===== src/rtl/seven_seg_pkg.sv =====
// Shared definitions for both ends of the two-digit seven-segment scan bus:
// segment patterns, segment bit order, digit-select polarity and the
// receiver FSM state type.
package seven_seg_pkg;

  localparam int unsigned SEG_W   = 7;
  localparam int unsigned DIGIT_W = 4;
  localparam int unsigned NUM_DIGITS = 16;

  // Digit select: 1 = most significant digit on the bus.
  localparam logic CTRL_MSD = 1'b1;

  // Segment patterns indexed by hex digit, bit order {G,F,E,D,C,B,A}, bit 0 = A.
  localparam logic [SEG_W-1:0] SEG_TABLE [NUM_DIGITS] = '{
    7'h3F, 7'h06, 7'h5B, 7'h4F, 7'h66, 7'h6D, 7'h7D, 7'h07,
    7'h7F, 7'h6F, 7'h77, 7'h7C, 7'h39, 7'h5E, 7'h79, 7'h71
  };

  // One bus observation: digit select plus segment lines.
  typedef struct packed {
    logic             ctrl;
    logic [SEG_W-1:0] seg;
  } scan_bus_t;

  typedef enum logic [1:0] {
    ST_WAIT   = 2'd0,
    ST_SETTLE = 2'd1,
    ST_SAMPLE = 2'd2
  } scan_state_e;

  // Encoder used by the display-driving side.
  function automatic logic [SEG_W-1:0] hex_to_seg(input logic [DIGIT_W-1:0] digit);
    return SEG_TABLE[digit];
  endfunction

endpackage


===== src/rtl/seven_seg_scan_receiver_seg_to_hex.sv =====
// seg_to_hex: combinational decode of a segment pattern back to a hex digit.
//   seg_i   : 7-bit pattern {G,F,E,D,C,B,A}
//   digit_o : recovered digit (0 when no match)
//   valid_o : pattern matched a table entry
module seg_to_hex
  import seven_seg_pkg::*;
(
  input  logic [SEG_W-1:0]   seg_i,
  output logic [DIGIT_W-1:0] digit_o,
  output logic               valid_o
);

  // Table search; patterns are unique so at most one entry matches.
  always_comb begin
    digit_o = '0;
    valid_o = 1'b0;
    for (int unsigned i = 0; i < NUM_DIGITS; i++) begin
      if (seg_i == SEG_TABLE[i]) begin
        digit_o = DIGIT_W'(i);
        valid_o = 1'b1;
      end
    end
  end

endmodule


===== src/rtl/seven_seg_scan_receiver.sv =====
// seven_seg_scan_receiver: recovers the two hex digits from a multiplexed
// two-digit seven-segment bus driven on asynchronous pins.
//   clk_i, rst_ni  : clock, asynchronous active-low reset
//   seg_i          : segment lines {G,F,E,D,C,B,A}
//   ctrl_i         : digit select (1 = most significant digit)
//   msd_o, lsd_o   : last recovered digit pair
//   pair_valid_o   : one-cycle strobe, msd_o/lsd_o just updated together
//   err_o          : one-cycle strobe, settled pattern matched no digit
module seven_seg_scan_receiver
  import seven_seg_pkg::*;
#(
  parameter int unsigned SYNC_STAGES   = 2,
  parameter int unsigned SETTLE_CYCLES = 4
) (
  input  logic                clk_i,
  input  logic                rst_ni,
  input  logic [SEG_W-1:0]    seg_i,
  input  logic                ctrl_i,
  output logic [DIGIT_W-1:0]  msd_o,
  output logic [DIGIT_W-1:0]  lsd_o,
  output logic                pair_valid_o,
  output logic                err_o
);

  localparam int unsigned CNT_W = $clog2(SETTLE_CYCLES + 1);
  localparam logic [CNT_W-1:0] CNT_LAST = CNT_W'(SETTLE_CYCLES - 1);
  localparam logic [CNT_W-1:0] CNT_MAX  = CNT_W'(SETTLE_CYCLES);

  scan_bus_t sync_q [SYNC_STAGES];
  scan_bus_t bus_s;
  scan_bus_t bus_q;

  scan_state_e        state_q, state_d;
  logic [CNT_W-1:0]   stable_cnt_q, stable_cnt_d;
  logic               first_q, first_d;
  logic [DIGIT_W-1:0] msd_h_q, msd_h_d;
  logic [DIGIT_W-1:0] lsd_h_q, lsd_h_d;
  logic               got_msd_q, got_msd_d;
  logic               got_lsd_q, got_lsd_d;
  logic [DIGIT_W-1:0] msd_q, msd_d;
  logic [DIGIT_W-1:0] lsd_q, lsd_d;
  logic               pair_valid_q, pair_valid_d;
  logic               err_c;

  logic [DIGIT_W-1:0] dec_digit;
  logic               dec_valid;
  logic               ctrl_chg;
  logic               bus_chg;

  // Input synchroniser on every bus bit.
  always_ff @(posedge clk_i or negedge rst_ni) begin
    if (!rst_ni) begin
      for (int unsigned i = 0; i < SYNC_STAGES; i++) sync_q[i] <= '0;
      bus_q <= '0;
    end else begin
      sync_q[0] <= scan_bus_t'({ctrl_i, seg_i});
      for (int unsigned i = 1; i < SYNC_STAGES; i++) sync_q[i] <= sync_q[i-1];
      bus_q <= bus_s;
    end
  end

  assign bus_s    = sync_q[SYNC_STAGES-1];
  assign ctrl_chg = (bus_s.ctrl != bus_q.ctrl);
  assign bus_chg  = (bus_s != bus_q);

  seg_to_hex u_seg_to_hex (
    .seg_i   (bus_s.seg),
    .digit_o (dec_digit),
    .valid_o (dec_valid)
  );

  // State and datapath registers.
  always_ff @(posedge clk_i or negedge rst_ni) begin
    if (!rst_ni) begin
      state_q      <= ST_WAIT;
      stable_cnt_q <= '0;
      first_q      <= 1'b1;
      msd_h_q      <= '0;
      lsd_h_q      <= '0;
      got_msd_q    <= 1'b0;
      got_lsd_q    <= 1'b0;
      msd_q        <= '0;
      lsd_q        <= '0;
      pair_valid_q <= 1'b0;
    end else begin
      state_q      <= state_d;
      stable_cnt_q <= stable_cnt_d;
      first_q      <= first_d;
      msd_h_q      <= msd_h_d;
      lsd_h_q      <= lsd_h_d;
      got_msd_q    <= got_msd_d;
      got_lsd_q    <= got_lsd_d;
      msd_q        <= msd_d;
      lsd_q        <= lsd_d;
      pair_valid_q <= pair_valid_d;
    end
  end

  // Phase tracking, sampling and pairing.
  always_comb begin
    state_d      = state_q;
    stable_cnt_d = stable_cnt_q;
    first_d      = first_q;
    msd_h_d      = msd_h_q;
    lsd_h_d      = lsd_h_q;
    got_msd_d    = got_msd_q;
    got_lsd_d    = got_lsd_q;
    msd_d        = msd_q;
    lsd_d        = lsd_q;
    pair_valid_d = 1'b0;
    err_c        = 1'b0;

    unique case (state_q)
      ST_WAIT: begin
        // After reset the bus leaving its cleared value counts as a phase start.
        if (ctrl_chg || (first_q && bus_chg)) begin
          state_d      = ST_SETTLE;
          stable_cnt_d = '0;
          first_d      = 1'b0;
        end
      end
      ST_SETTLE: begin
        // Any change restarts the count; a ctrl change just starts a new phase.
        if (bus_chg) begin
          stable_cnt_d = '0;
        end else if (stable_cnt_q == CNT_LAST) begin
          state_d = ST_SAMPLE;
        end else if (stable_cnt_q < CNT_MAX) begin
          stable_cnt_d = stable_cnt_q + CNT_W'(1);
        end
      end
      ST_SAMPLE: begin
        state_d = ST_WAIT;
        if (dec_valid) begin
          if (bus_s.ctrl == CTRL_MSD) begin
            msd_h_d   = dec_digit;
            got_msd_d = 1'b1;
          end else begin
            lsd_h_d   = dec_digit;
            got_lsd_d = 1'b1;
          end
        end else begin
          err_c = 1'b1;
          if (bus_s.ctrl == CTRL_MSD) got_msd_d = 1'b0;
          else                        got_lsd_d = 1'b0;
        end
      end
      default: state_d = ST_WAIT;
    endcase

    // Completed pair is published on the edge that closes the sample.
    if (got_msd_d && got_lsd_d) begin
      msd_d        = msd_h_d;
      lsd_d        = lsd_h_d;
      pair_valid_d = 1'b1;
      got_msd_d    = 1'b0;
      got_lsd_d    = 1'b0;
    end
  end

  assign msd_o        = msd_q;
  assign lsd_o        = lsd_q;
  assign pair_valid_o = pair_valid_q;
  // Error strobe is decoded from registered state in the sample cycle itself.
  assign err_o        = err_c;

endmodule


===== config.mk =====
export PLATFORM = sky130hd
export DESIGN_NAME = seven_seg_scan_receiver
export DESIGN_NICKNAME = d
export VERILOG_FILES = /design/src/rtl/seven_seg_pkg.sv /design/src/rtl/seven_seg_scan_receiver_seg_to_hex.sv /design/src/rtl/seven_seg_scan_receiver.sv
export SDC_FILE = /design/constraint.sdc
export NUM_CORES = 1
export LEC_CHECK = 0
export BUFFER_PORTS_ARGS = -buffer_cell sky130_fd_sc_hd__buf_2
export CORE_UTILIZATION = 25
export CTS_CLUSTER_DIAMETER = 40
export DETAILED_ROUTE_END_ITERATION = 8
export GPL_ROUTABILITY_DRIVEN = 0
export PLACE_DENSITY_LB_ADDON = 0.25
export SETUP_SLACK_MARGIN = 0.15
export SLEW_MARGIN = 20
export SYNTH_ARGS = -nofsm -noshare
export SYNTH_HDL_FRONTEND = slang
export SYNTH_SLANG_ARGS = --single-unit

===== constraint.sdc =====
create_clock -name clk_i -period 5.6 [get_ports clk_i]
set_input_delay 0.56 -clock clk_i [delete_from_list [all_inputs] [get_ports clk_i]]
set_output_delay 0.56 -clock clk_i [all_outputs]
set_load 0.02 [all_outputs]

==> out/results.ini <==
[run_status]
status=finished, violations left
violations=DRC

[sta]
rsz0062_at_grt=no
worst_pin_slew_ns=0.602
post-route-min-period_ns=2.81
maxSlewViolCount=0
finalCritPeriodShare=0.502
hold_violations=0
fin_setup_tns_ns=0
fmax_ghz=0.356
skew_ns=0.00652
setup_viol=0
slew_headroom=0.599

[pwr]
power.share.clock=0.374
p_leak_uw=0.00116
p_total_uw=650
swShare=0.223
power.internal_uw=505
p_seq_frac=0.579
vdd_drop_max_mv=0.109
power_switching_uw=145
cellPowerDensity_nw_per_um2=253
comb_power_share=0.047

[global_routing]
grt_first_pass_wirelength_um=7170
antenna_found_initial=0
grt_pass1_vias=1435
grt_overflow=0
grt_max_degree=50
track_usage=0.0957

[logic_synthesis]
synth_cells=182
synth_compound_area_frac=0.165
yosysWarnings=0
ys.flop_type=dfrtp_1
synthAdderAreaFrac=0.0109
netlist.area_leader.share=0.525
syn_nets=194
seq_area_frac_synth=0.536
synth_top_area_cell=dfrtp_1
synth_top_family_by_area=compound AO/OA/AOI/OAI gates
yosysUniqueCellTypes=57
syn_area_um2=2290
avgSynthCellArea_um2=12.6
synthMuxAreaShare=0.0771
synth-edff-count=0
ys_ff_latch=49
async_flop_share=1.00
synth_xor_area_frac=0.0306
synth_area_leaders=dfrtp_1 52%, mux2_4 5.2%, xor2_1 2.7%
synth-simple-area-share=0.143

[worst_setup_path]
rr_endpoint=lsd_o[2]$_DFFE_PN0P_
cp-start-kind=flip-flop
reg2reg_slack_ns=2.98
endpoint=err_o
crit_path_start=bus_s[0]$_DFF_PN0_
rr_startpoint=bus_s[0]$_DFF_PN0_
critPathArrivalTime_ns=2.25
crit_path_max_fanout=17
crit_type=reg2out
cp.required_ns=5.04
r2r_cells=6
end_kind=output pin

[clock_network]
cts_buffer_depth=2
clkLatencyLatePin_ns=0.30
cts-root-buf=clkbuf_8
cts-hold-fix-buffers=0
cts-buffers-inserted=5
cts.sinks=49
clkTransAtPathRegs_ns=0.09
cts_setup_buffers=0
cts_tree=yes
cts_resized=0
htree_levels=2

[cells_and_area]
fillers=910
fin_util=0.292
antenna_cells=0
layout_commonest_cell=dfrtp_1
layout_common_cells=48 x dfrtp_1, 18 x buf_2, 9 x nand2_1, 9 x o21ai_0, 8 x mux2_4
area_delta_synth_final_pct=12.4
register_area_um2=1230
drive_gt1_frac=0.285
nets=212
multi_input_area_um2=977

[floorplan]
core_area_um2=8810
rows=34
initial_core_util=0.260
dieArea_um2=9540
die_h_um=97.7
io_pins=20
die_w_um=97.7

[flow_run]
maxCapViolCount=0

[route]
drt_wl_total_um=4140
first_iter_violations=74
remaining_drc_errors=2
firstDrtPassIters=6
antenna_left=0
via_per_inst=4.64
via_count=1430
avgRoutedWirePerCell_um=13.5

[placed_design]
portBuffers=19
dp_hpwl_um=2810

[worst_hold_path]
min_path_type=in2async

## cells by family after synthesis
family / count (synthesis)
AND/OR/NAND/NOR: 51
multiplexers: 13
flip-flops: 49
XOR/XNOR: 8
buffers and inverters: 16
AO/OA/AOI/OAI: 43
adder cells (fa/ha/maj): 2
## worst min-delay path by stage
| stage | endpoint | slack, ns | cells after the start | startpoint |
|---|---|---|---|---|
| floorplan | bus_q[0]$_DFF_PN0_ | 0.26 | 0 | rst_ni |
| global placement | bus_s[1]$_DFF_PN0_ | 0.33 | 0 | sync_q[9]$_DFF_PN0_ |
| detailed placement | bus_s[3]$_DFF_PN0_ | 0.33 | 0 | sync_q[11]$_DFF_PN0_ |
| CTS | bus_q[5]$_DFF_PN0_ | 0.29 | 1 | rst_ni |
| global route | lsd_o[3]$_DFFE_PN0P_ | 0.32 | 1 | rst_ni |
| finish | bus_q[5]$_DFF_PN0_ | 0.27 | 1 | rst_ni |
## area by class of cell
| class | count | area share |
|---|---|---|
| tap | 108 | 0.0526 |
| sequential | 49 | 0.477 |
| clock buffer | 5 | 0.0268 |
| inverter | 8 | 0.0117 |
| clock inverter | 2 | 0.0136 |
| multi-input combinational | 117 | 0.380 |
| timing repair buffer | 19 | 0.0380 |
## layer usage
metal / global-route usage / vias up / share of wire
met5: 0 / - / 0
met4: 0.0443 / 0 / 0.020
met3: 0.0237 / 10 / 0.042
met2: 0.150 / 27 / 0.45
met1: 0.124 / 694 / 0.49
li1: - / 699 / -
## critical path: stages (launching register included)
cell     delay (ns)
dfrtp_1        0.59
or3b_1         0.45
a211o_1        0.33
o31a_2         0.18
nand4_4        0.15
nor2_1         0.08
buf_2          0.17
## power by group through the flow
stage / logic (uW) / registers (uW) / clock network, uW
CTS: 31.4 / 377 / 253
floorplan: 27.0 / 374 / 0
finish: 30.3 / 376 / 243
global route: 34.5 / 379 / 266
global placement: 31.3 / 384 / 0
detailed placement: 31.3 / 384 / 0
## state kept, by name, indices dropped and copies added (netlist names)
name,cells
lsd_o,4
bus_s,8
first_q,1
state_q,2
msd_h_q,4
got_msd_q,1
sync_q,8
got_lsd_q,1
msd_o,4
pair_valid_o,1
bus_q,8
lsd_h_q,4
stable_cnt_q,3
## Yosys cell counts (2+ instances only)
master    count
a41oi_2       2
and4b_1       2
dfrtp_1      48
a21oi_1       5
mux2_2        5
nand4_1       2
nand2_1       9
and3b_1       2
ha_1          2
o31ai_1       2
o21ai_1       2
o21a_1        2
xor2_1        7
nor2_1        6
nor4_1        4
nor2b_1       2
mux2_4        8
o21ai_0       9
inv_1         7
buf_4         3
nor3_1        4
nand3_1       2
buf_2         4
and2_1        2
a22o_1        5
nand2b_1      5
## metrics by stage
stage | cell area, um^2 | worst slack, ns | std cells | hold slack, ns
2_1_floorplan | 2290 | 3.38 | 182 | 0.264
3_3_place_gp | 2460 | 2.98 | 301 | 0.334
3_5_place_dp | 2470 | 2.98 | 301 | 0.335
5_1_grt | 2570 | 2.63 | 308 | 0.324
4_1_cts | 2570 | 2.76 | 308 | 0.290
6_report | 2570 | 2.79 | 308 | 0.270
Power figures use the tool's default switching activity.
